## src/rtl/multi_rate_divider.sv

```systemverilog
// rtl/multi_rate_divider.sv - multi-channel programmable pulse divider
//
// Purpose: CHANNELS independent down-counting dividers. Each channel holds
// a period P, a counter C, a mode bit (0 periodic, 1 one-shot) and an armed
// flag. An armed, enabled channel emits a one-cycle registered pulse every
// P enabled clock edges; a one-shot channel disarms after its first pulse.
//
// Optional feature: define MULTI_RATE_DIV_WAVE_EN to add the wave output,
// a per-channel square wave that toggles on every pulse.
//
// Ports:
//   clock    in   1         rising-edge clock for all state
//   resetn   in   1         asynchronous active-low reset
//   enable   in   CHANNELS  per-channel count enable
//   wr_en    in   1         period write strobe
//   wr_sel   in   SEL_W     channel index for the write
//   wr_data  in   WIDTH     new period P (0 leaves the channel disarmed)
//   wr_mode  in   1         0 periodic, 1 one-shot
//   pulse    out  CHANNELS  registered one-cycle tick per channel
//   active   out  CHANNELS  channel armed flag
//   wave     out  CHANNELS  toggles on each pulse (MULTI_RATE_DIV_WAVE_EN only)

module multi_rate_divider #(
  parameter int WIDTH    = 32,
  parameter int CHANNELS = 4,
  parameter int SEL_W    = 2
) (
  input  logic                clock,
  input  logic                resetn,
  input  logic [CHANNELS-1:0] enable,
  input  logic                wr_en,
  input  logic [SEL_W-1:0]    wr_sel,
  input  logic [WIDTH-1:0]    wr_data,
  input  logic                wr_mode,
`ifdef MULTI_RATE_DIV_WAVE_EN
  output logic [CHANNELS-1:0] wave,
`endif
  output logic [CHANNELS-1:0] pulse,
  output logic [CHANNELS-1:0] active
);

  // One extra bit so the range check works even when 2**SEL_W == CHANNELS.
  localparam logic [SEL_W:0] CH_LIMIT = (SEL_W+1)'(CHANNELS);

  logic sel_valid;
  assign sel_valid = ({1'b0, wr_sel} < CH_LIMIT);

  for (genvar i = 0; i < CHANNELS; i++) begin : g_ch
    logic [WIDTH-1:0] period_q;
    logic [WIDTH-1:0] count_q;
    logic             mode_q;
    logic             armed_q;
    logic             pulse_q;
    logic             hit;

    assign hit = wr_en && sel_valid && (wr_sel == SEL_W'(i));

    always_ff @(posedge clock or negedge resetn) begin
      if (!resetn) begin
        period_q <= '0;
        count_q  <= '0;
        mode_q   <= 1'b0;
        armed_q  <= 1'b0;
        pulse_q  <= 1'b0;
      end else if (hit) begin
        // A write wins over a coincident terminal count: no pulse this edge.
        period_q <= wr_data;
        count_q  <= wr_data;
        mode_q   <= wr_mode;
        armed_q  <= (wr_data != '0);
        pulse_q  <= 1'b0;
      end else if (enable[i] && armed_q) begin
        // Armed implies count_q >= 1, so the decrement never wraps.
        if (count_q == WIDTH'(1)) begin
          pulse_q <= 1'b1;
          count_q <= period_q;
          if (mode_q) begin
            armed_q <= 1'b0;
          end
        end else begin
          pulse_q <= 1'b0;
          count_q <= count_q - WIDTH'(1);
        end
      end else begin
        pulse_q <= 1'b0;
      end
    end

    assign pulse[i]  = pulse_q;
    assign active[i] = armed_q;

`ifdef MULTI_RATE_DIV_WAVE_EN
    logic wave_q;

    always_ff @(posedge clock or negedge resetn) begin
      if (!resetn) begin
        wave_q <= 1'b0;
      end else if (hit) begin
        wave_q <= 1'b0;
      end else if (enable[i] && armed_q && (count_q == WIDTH'(1))) begin
        wave_q <= ~wave_q;
      end
    end

    assign wave[i] = wave_q;
`endif
  end

endmodule

```

## config.mk

```make
export PLATFORM = sky130hd
export DESIGN_NAME = multi_rate_divider
export DESIGN_NICKNAME = d
export VERILOG_FILES = /design/src/rtl/multi_rate_divider.sv
export SDC_FILE = /design/constraint.sdc
export NUM_CORES = 1
export LEC_CHECK = 0
export ABC_AREA = 1
export BUFFER_PORTS_ARGS = -buffer_cell sky130_fd_sc_hd__buf_2
export CAP_MARGIN = 5
export CORE_MARGIN = 4
export CORE_UTILIZATION = 40
export CTS_BUF_LIST = sky130_fd_sc_hd__clkbuf_4
export CTS_CLUSTER_DIAMETER = 200
export DETAILED_ROUTE_END_ITERATION = 10
export GPL_TIMING_DRIVEN = 0
export SYNTH_ARGS = -nofsm -noshare
export SYNTH_HDL_FRONTEND = slang
export SYNTH_SLANG_ARGS = --single-unit
```

## constraint.sdc

```tcl
create_clock -name clock -period 3.6 [get_ports clock]
set_clock_uncertainty 0.1 [all_clocks]
set_input_delay 0.54 -clock clock [delete_from_list [all_inputs] [get_ports clock]]
set_output_delay 0.54 -clock clock [all_outputs]
set_load 0.005 [all_outputs]
```

==> impl_metrics.yaml, run 1 <==
outcome:
  status: "finished clean"
detailed_routing:
  vias: 16600
  via_per_inst: 5.27
  met1_length_mm: 25.6
  route.met2.wl_mm: 25.4
  drt_wl_total_mm: 57.6
  dr.pass1.iters: 7
  routed.top_layer: "met4"
  ant_nets: 0
  drc: 0
  dr.first_iter.drc_count: 1290
  wl_met3_mm: 4.30
  wire_per_inst_microns: 18.3
critical_path:
  startpoint: "wr_data[16]"
  r2r_end: "g_ch[0].count_q[28]$_DFFE_PN0P_"
  max_stage_delay_ns: 0.59
  rrSetupSlack_ns: 1.38
  crit_path_end_kind: "flip-flop"
  crit_slowest_cell: "nor2_1"
  rr_startpoint: "g_ch[0].count_q[0]$_DFFE_PN0P_"
  path_cells: "dlygate4sd3_1, buf_2, inv_1, nand4_1, nor3_1, nand3_1, nor2_1, o21ai_0"
  cp_max_fo: 7
  cp_data_arrival_time_ns: 3.02
  cp-endpoint: "g_ch[0].armed_q$_DFFE_PN0P_"
  crit_type: "primary input to flip-flop"
  startpoint_type: "primary input"
  reg2regPathDepth: 11
  worstPathRequired_ns: 4.11
place:
  gp_congestion: 0.965
  numPortBuffers: 49
  placed_cell_area_sq_um: 17400
  hpwl_mm: 41.2
grt:
  antenna_found_initial: 2
  grt_pass1_vias: 16200
  grt_pass1_wl_mm: 90.4
  globalRouteOverflowTotal: 0
  grt_max_degree: 103
  grt_usage: 0.259
synth:
  synth_area_sq_um: 16400
  synth_area_leaders: "dfrtp_1 41%, nand2_1 16%, inv_1 7.6%"
  yosysSeqAreaShare: 0.409
  synth.distinct_cells: 34
  netlist_instances: 2396
  ys_seq_elements: 268
  synth_top_area_share: 0.409
  synth_nets: 2446
  syn_area_per_cell_sq_um: 6.84
  post-synth-top-area-cell: "dfrtp_1"
  yosysWarnings: 0
power:
  total_power_mw: 11.7
  powerDensity_nw_per_um2: 625
  p_leak_nw: 9.65
  peakVddDrop_mv: 0.325
timing:
  relSlewSlack: 0.483
  report.final.slew_viol_count: 0
  finalSetupTns_ns: 0
  tightest_slew_ns: 0.774
  hold_violations: 0
  period_share: 0.699
  setup_viol: 0
  finalCriticalPeriod_ns: 2.52
  rsz0062_at_grt: "false"
  whs_ns: 0.0388
  max_freq_mhz: 397
clock_tree:
  clk_path_buf_depth: 3
  h-tree-depth: 3
  cts-resized-gates: 0
  clkSinkCount: 268
  cts_buffers: 78
  tritoncts: "yes"
  worst_skew_pair.late_latency_ns: 0.80
  clk_pin_slew_ns: 0.07
  root_buffer: "clkbuf_4"
die:
  num_rows: 73
  io_pins: 50
  start_util: 0.409
  core_region_area_sq_um: 40100
  die-area_sq_um: 44300
  die_y_microns: 210
  die_x_microns: 210
layout:
  final_nets: 2612
  fin_area_sq_um: 18700
  seq_area_sq_um: 6710
  drive_above_1_share: 0.117
  area_growth_pct: 14.2
  multi_input_area_sq_um: 7970
  final_util: 0.467
  fill_cells: 4208
min_path:
  hold_path.class: "primary input to flip-flop"
run:
  maxCapViolCount: 0
==> power by group <==
part	internal, mW	leakage [nW]	switching (mW)	total (mW)
combinational	1.43	5.67	2.79	4.22
sequential	3.75	3.36	0.708	4.46
clock	1.60	0.611	1.43	3.04
total	6.79	9.65	4.93	11.7
==> sequential cells by signal (all words and copies together) (netlist names) <==
register,cells
g_ch.pulse_q,4
g_ch.armed_q,4
g_ch.mode_q,4
g_ch.count_q,128
g_ch.period_q,128
==> synthesized netlist by cell type <==
master / number
nor3_4: 1
nand4_1: 22
buf_6: 7
nor4_1: 2
or2_2: 6
nand2_2: 9
xor2_1: 36
buf_2: 37
o21ai_1: 24
nand2_1: 708
nand3_2: 4
inv_1: 332
o22ai_1: 67
ha_1: 8
nand2_4: 1
buf_4: 13
o21ai_0: 234
xnor2_1: 2
and2_1: 1
dfrtp_1: 268
o211ai_1: 3
nor2_4: 9
clkbuf_1: 23
nor2_1: 276
a31oi_1: 2
inv_2: 7
nor2_2: 32
a21oi_1: 32
o21bai_1: 34
buf_1: 2
nand3_1: 159
nand4_4: 2
nor3_1: 11
nand3b_1: 22
==> per-stage QoR <==
step	instances	setup WS [ns]
after global routing	3150	1.05
after detailed placement	2972	1.00
final	3150	1.08
after floorplan	2396	1.90
after global placement	2970	-3.38
after CTS	3146	1.28
==> cells by family (layout without fill, tap and decap cells) <==
family                   count (synthesis)  in the layout  synth area share
other                                    0              4                 0
XOR/XNOR                                38             38            0.0203
adder cells (fa/ha/maj)                  8              8           0.00610
AO/OA/AOI/OAI                          396            396             0.132
AND/OR/NAND/NOR                       1265           1265             0.328
flip-flops                             268            268             0.409
buffers and inverters                  421            646             0.105
==> routing by layer <==
metal,up-vias,global-route usage
met5,-,0
met4,0,0.104
met3,155,0.0618
met2,558,0.401
met1,7908,0.353
li1,7981,-
==> repair_timing <==
item / CTS / global route
hold buffers: 35 / 0
hold endpoints to repair: 132 / 0
setup endpoints to repair: 0 / 0
buffers inserted: 0 / 0
==> how the worst min path moves through the flow <==
stage,start,end,slack (ns),cells past startpoint
2_1_floorplan,resetn,g_ch[0].armed_q$_DFFE_PN0P_,0.14,0
3_3_place_gp,g_ch[1].period_q[0]$_DFFE_PN0P_,g_ch[1].period_q[0]$_DFFE_PN0P_,0.35,2
3_5_place_dp,g_ch[1].period_q[0]$_DFFE_PN0P_,g_ch[1].period_q[0]$_DFFE_PN0P_,0.36,2
4_1_cts,wr_mode,g_ch[1].mode_q$_DFFE_PN0P_,0.004,3
5_1_grt,enable[0],g_ch[0].armed_q$_DFFE_PN0P_,0.05,4
6_report,wr_mode,g_ch[1].mode_q$_DFFE_PN0P_,0.04,3
==> worst max-delay path: cells and delay by family <==
| kind | cells | cell delay, ns |
|---|---|---|
| simple gates | 4 | 1.11 |
| buf+inv | 3 | 1.21 |
| compound gates | 1 | 0.16 |
==> area by class of cell <==
cell class | instances | area share
Multi-Input combinational cell | 1707 | 0.425
Sequential cell | 268 | 0.358
Inverter | 339 | 0.0679
Clock buffer | 122 | 0.0489
Timing Repair Buffer | 86 | 0.0353
Tap cell | 525 | 0.0351
Buffer | 82 | 0.0243
Clock inverter | 17 | 0.00488
Antenna cell | 4 | 0.000534
==> layout by cell type (no fill, tap or decap), types with 3 or more instances in the layout <==
cell / count
clkbuf_1: 23
dfrtp_1: 268
buf_6: 7
inv_1: 332
nand2_1: 708
buf_2: 85
o211ai_1: 3
a21oi_1: 32
nor2_2: 32
o21ai_1: 24
nand3_1: 159
o21bai_1: 34
nor2_1: 276
ha_1: 8
o21ai_0: 234
buf_4: 13
or2_2: 6
inv_2: 10
nand3b_1: 22
clkinv_1: 12
nand4_1: 22
nor2_4: 9
diode_2: 4
nand2_2: 9
xor2_1: 36
nand3_2: 4
clkbuf_4: 122
o22ai_1: 67
nor3_1: 11
dlygate4sd3_1: 35
Power figures use the tool's default switching activity.
==> run 2: changes to the inputs <==
==> constraint.sdc (replaced) <==
create_clock -name clock -period 2.3 [get_ports clock]
set_clock_uncertainty 0.1 [all_clocks]
set_input_delay 0.345 -clock clock [delete_from_list [all_inputs] [get_ports clock]]
set_output_delay 0.345 -clock clock [all_outputs]
set_load 0.005 [all_outputs]
==> run 2 against run 1 <==
Die area is the same; clock-buffer cell count is the same; sequential cell count unchanged; critical path depth fell by 3; clock power up 57%; cell count is 0.38% higher; via count grew 0.26%; core utilization increased by 0.32 points; largest power group unchanged.
==> impl_metrics.yaml, run 2 (same netlist as run 1, synthesis figures left out) <==
outcome:
  status: "finished clean"
layout:
  fill_cells: 4198
  largest_registers: "g_ch.count_q (128), g_ch.period_q (128)"
  fin_area_sq_um: 18900
  drive_above_1_share: 0.118
  layout_commonest_cell: "nand2_1"
  area_growth_pct: 15.0
  final_util: 0.470
  layout_common_cells: "708 x nand2_1, 332 x inv_1, 273 x nor2_1"
  instances_no_fill: 3162
  final_nets: 2623
detailed_routing:
  wire_per_inst_microns: 18.3
  dr.pass1.iters: 5
  drt_wl_total_mm: 58.0
  dr.first_iter.drc_count: 1329
  drc: 0
  vias: 16600
  ant_nets: 0
  via_per_inst: 5.26
critical_path:
  crit_cells: 5
  worstPathRequired_ns: 3.07
  crit_type: "primary input to asynchronous set/reset pin"
  path_cells: "dlygate4sd3_1, dlygate4sd3_1, buf_8, buf_16, buf_16"
  crit_path_end_kind: "asynchronous set/reset pin"
  startpoint_type: "primary input"
  cp_data_arrival_time_ns: 2.92
  reg2regPathDepth: 11
  critPathTopFamily: "buffers and inverters"
  rrSetupSlack_ns: 0.15
  crit_slowest_cell: "dlygate4sd3_1"
  cp.buffers_inverters: 5
  cp_max_fo: 102
  max_stage_delay_ns: 0.58
die:
  io_pins: 50
  start_util: 0.409
  num_rows: 73
  core_region_area_sq_um: 40100
  die-area_sq_um: 44300
  die_x_microns: 210
  die_y_microns: 210
place:
  hpwl_mm: 41.2
  placed_cell_area_sq_um: 17400
  numPortBuffers: 49
  place_inst: 2972
  gp_congestion: 0.965
  pre_cts_ws_ns: -0.103
timing:
  max_freq_mhz: 465
  setup_viol: 0
  whs_ns: 0.0915
  finalCriticalPeriod_ns: 2.15
  fin_ws_ns: 0.151
  hold_violations: 0
  relSlewSlack: 0.468
  tightest_slew_ns: 0.797
  finalSetupTns_ns: 0
  report.final.slew_viol_count: 0
  rsz0062_at_grt: "false"
  period_share: 0.934
power:
  powerDensity_nw_per_um2: 974
  p_leak_nw: 9.70
  peakVddDrop_mv: 0.506
  total_power_mw: 18.4
grt:
  globalRouteOverflowTotal: 0
  antenna_found_initial: 2
  grt_pass1_wl_mm: 90.8
  grt_pass1_vias: 16200
  grt_usage: 0.261
  grt_max_degree: 103
clock_tree:
  worst_skew_pair.late_latency_ns: 0.81
  cts_buffers: 78
  tritoncts: "yes"
  h-tree-depth: 3
  clkSinkCount: 268
  root_buffer: "clkbuf_4"
  clk_pin_slew_ns: 0.06
  clk_path_buf_depth: 3
min_path:
  hold_path.class: "primary input to flip-flop"
  worstHoldPathCells: 3
run:
  maxCapViolCount: 0
==> run 2: cell types whose count changed in the layout (fill, tap and decap cells not counted), sizes merged <==
cell / delta
diode: +1
dlygate4sd3: +9
buf: +2
==> run 2: cell type report <==
type	count	area, sq um	area share
Tap cell	525	657	0.0348
Clock buffer	122	916	0.0486
Multi-Input combinational cell	1707	7970	0.423
Timing Repair Buffer	97	778	0.0413
Clock inverter	17	91.3	0.00484
Sequential cell	268	6710	0.356
Antenna cell	5	12.5	0.000663
Inverter	339	1270	0.0675
Buffer	82	455	0.0241
==> run 2: final timing paths <==
kind	from	to
worst max-delay path	resetn	g_ch[2].period_q[24]$_DFFE_PN0P_
worst min-delay path	wr_data[31]	g_ch[1].period_q[31]$_DFFE_PN0P_
worst max register to register	g_ch[0].count_q[0]$_DFFE_PN0P_	g_ch[0].count_q[28]$_DFFE_PN0P_
worst min register to register	g_ch[3].period_q[3]$_DFFE_PN0P_	g_ch[3].count_q[3]$_DFFE_PN0P_
max in group clock	g_ch[0].count_q[0]$_DFFE_PN0P_	g_ch[0].count_q[28]$_DFFE_PN0P_
min in group asynchronous	resetn	g_ch[1].count_q[11]$_DFFE_PN0P_
==> run 2: worst reg2reg max path: cells and delay by family, from the launching register on <==
kind,cells,cell delay [ns]
adders and majority gates,1,0.33
buffers and inverters,1,0.12
DFF,1,0.38
and+or+nand+nor,9,1.15
==> run 2: routing by layer <==
layer,up-vias,routed length [microns],share of wire,track usage
met2,576,25300,0.44,0.402
met5,-,0,0,0
met3,160,4380,0.075,0.0630
met4,0,2380,0.041,0.106
li1,8009,-,-,-
met1,7900,25900,0.45,0.355
==> run 2: where the power goes <==
group / internal, mW / switching, mW
Sequential: 5.87 / 1.10
Clock: 2.51 / 2.27
Combinational: 2.26 / 4.37
==> run 2: what timing repair did <==
action                     CTS  global route
hold buffers                45             0
hold endpoints to repair   291             0
resized for setup            0             3
buffers inserted             0             1
setup endpoints to repair    0             6
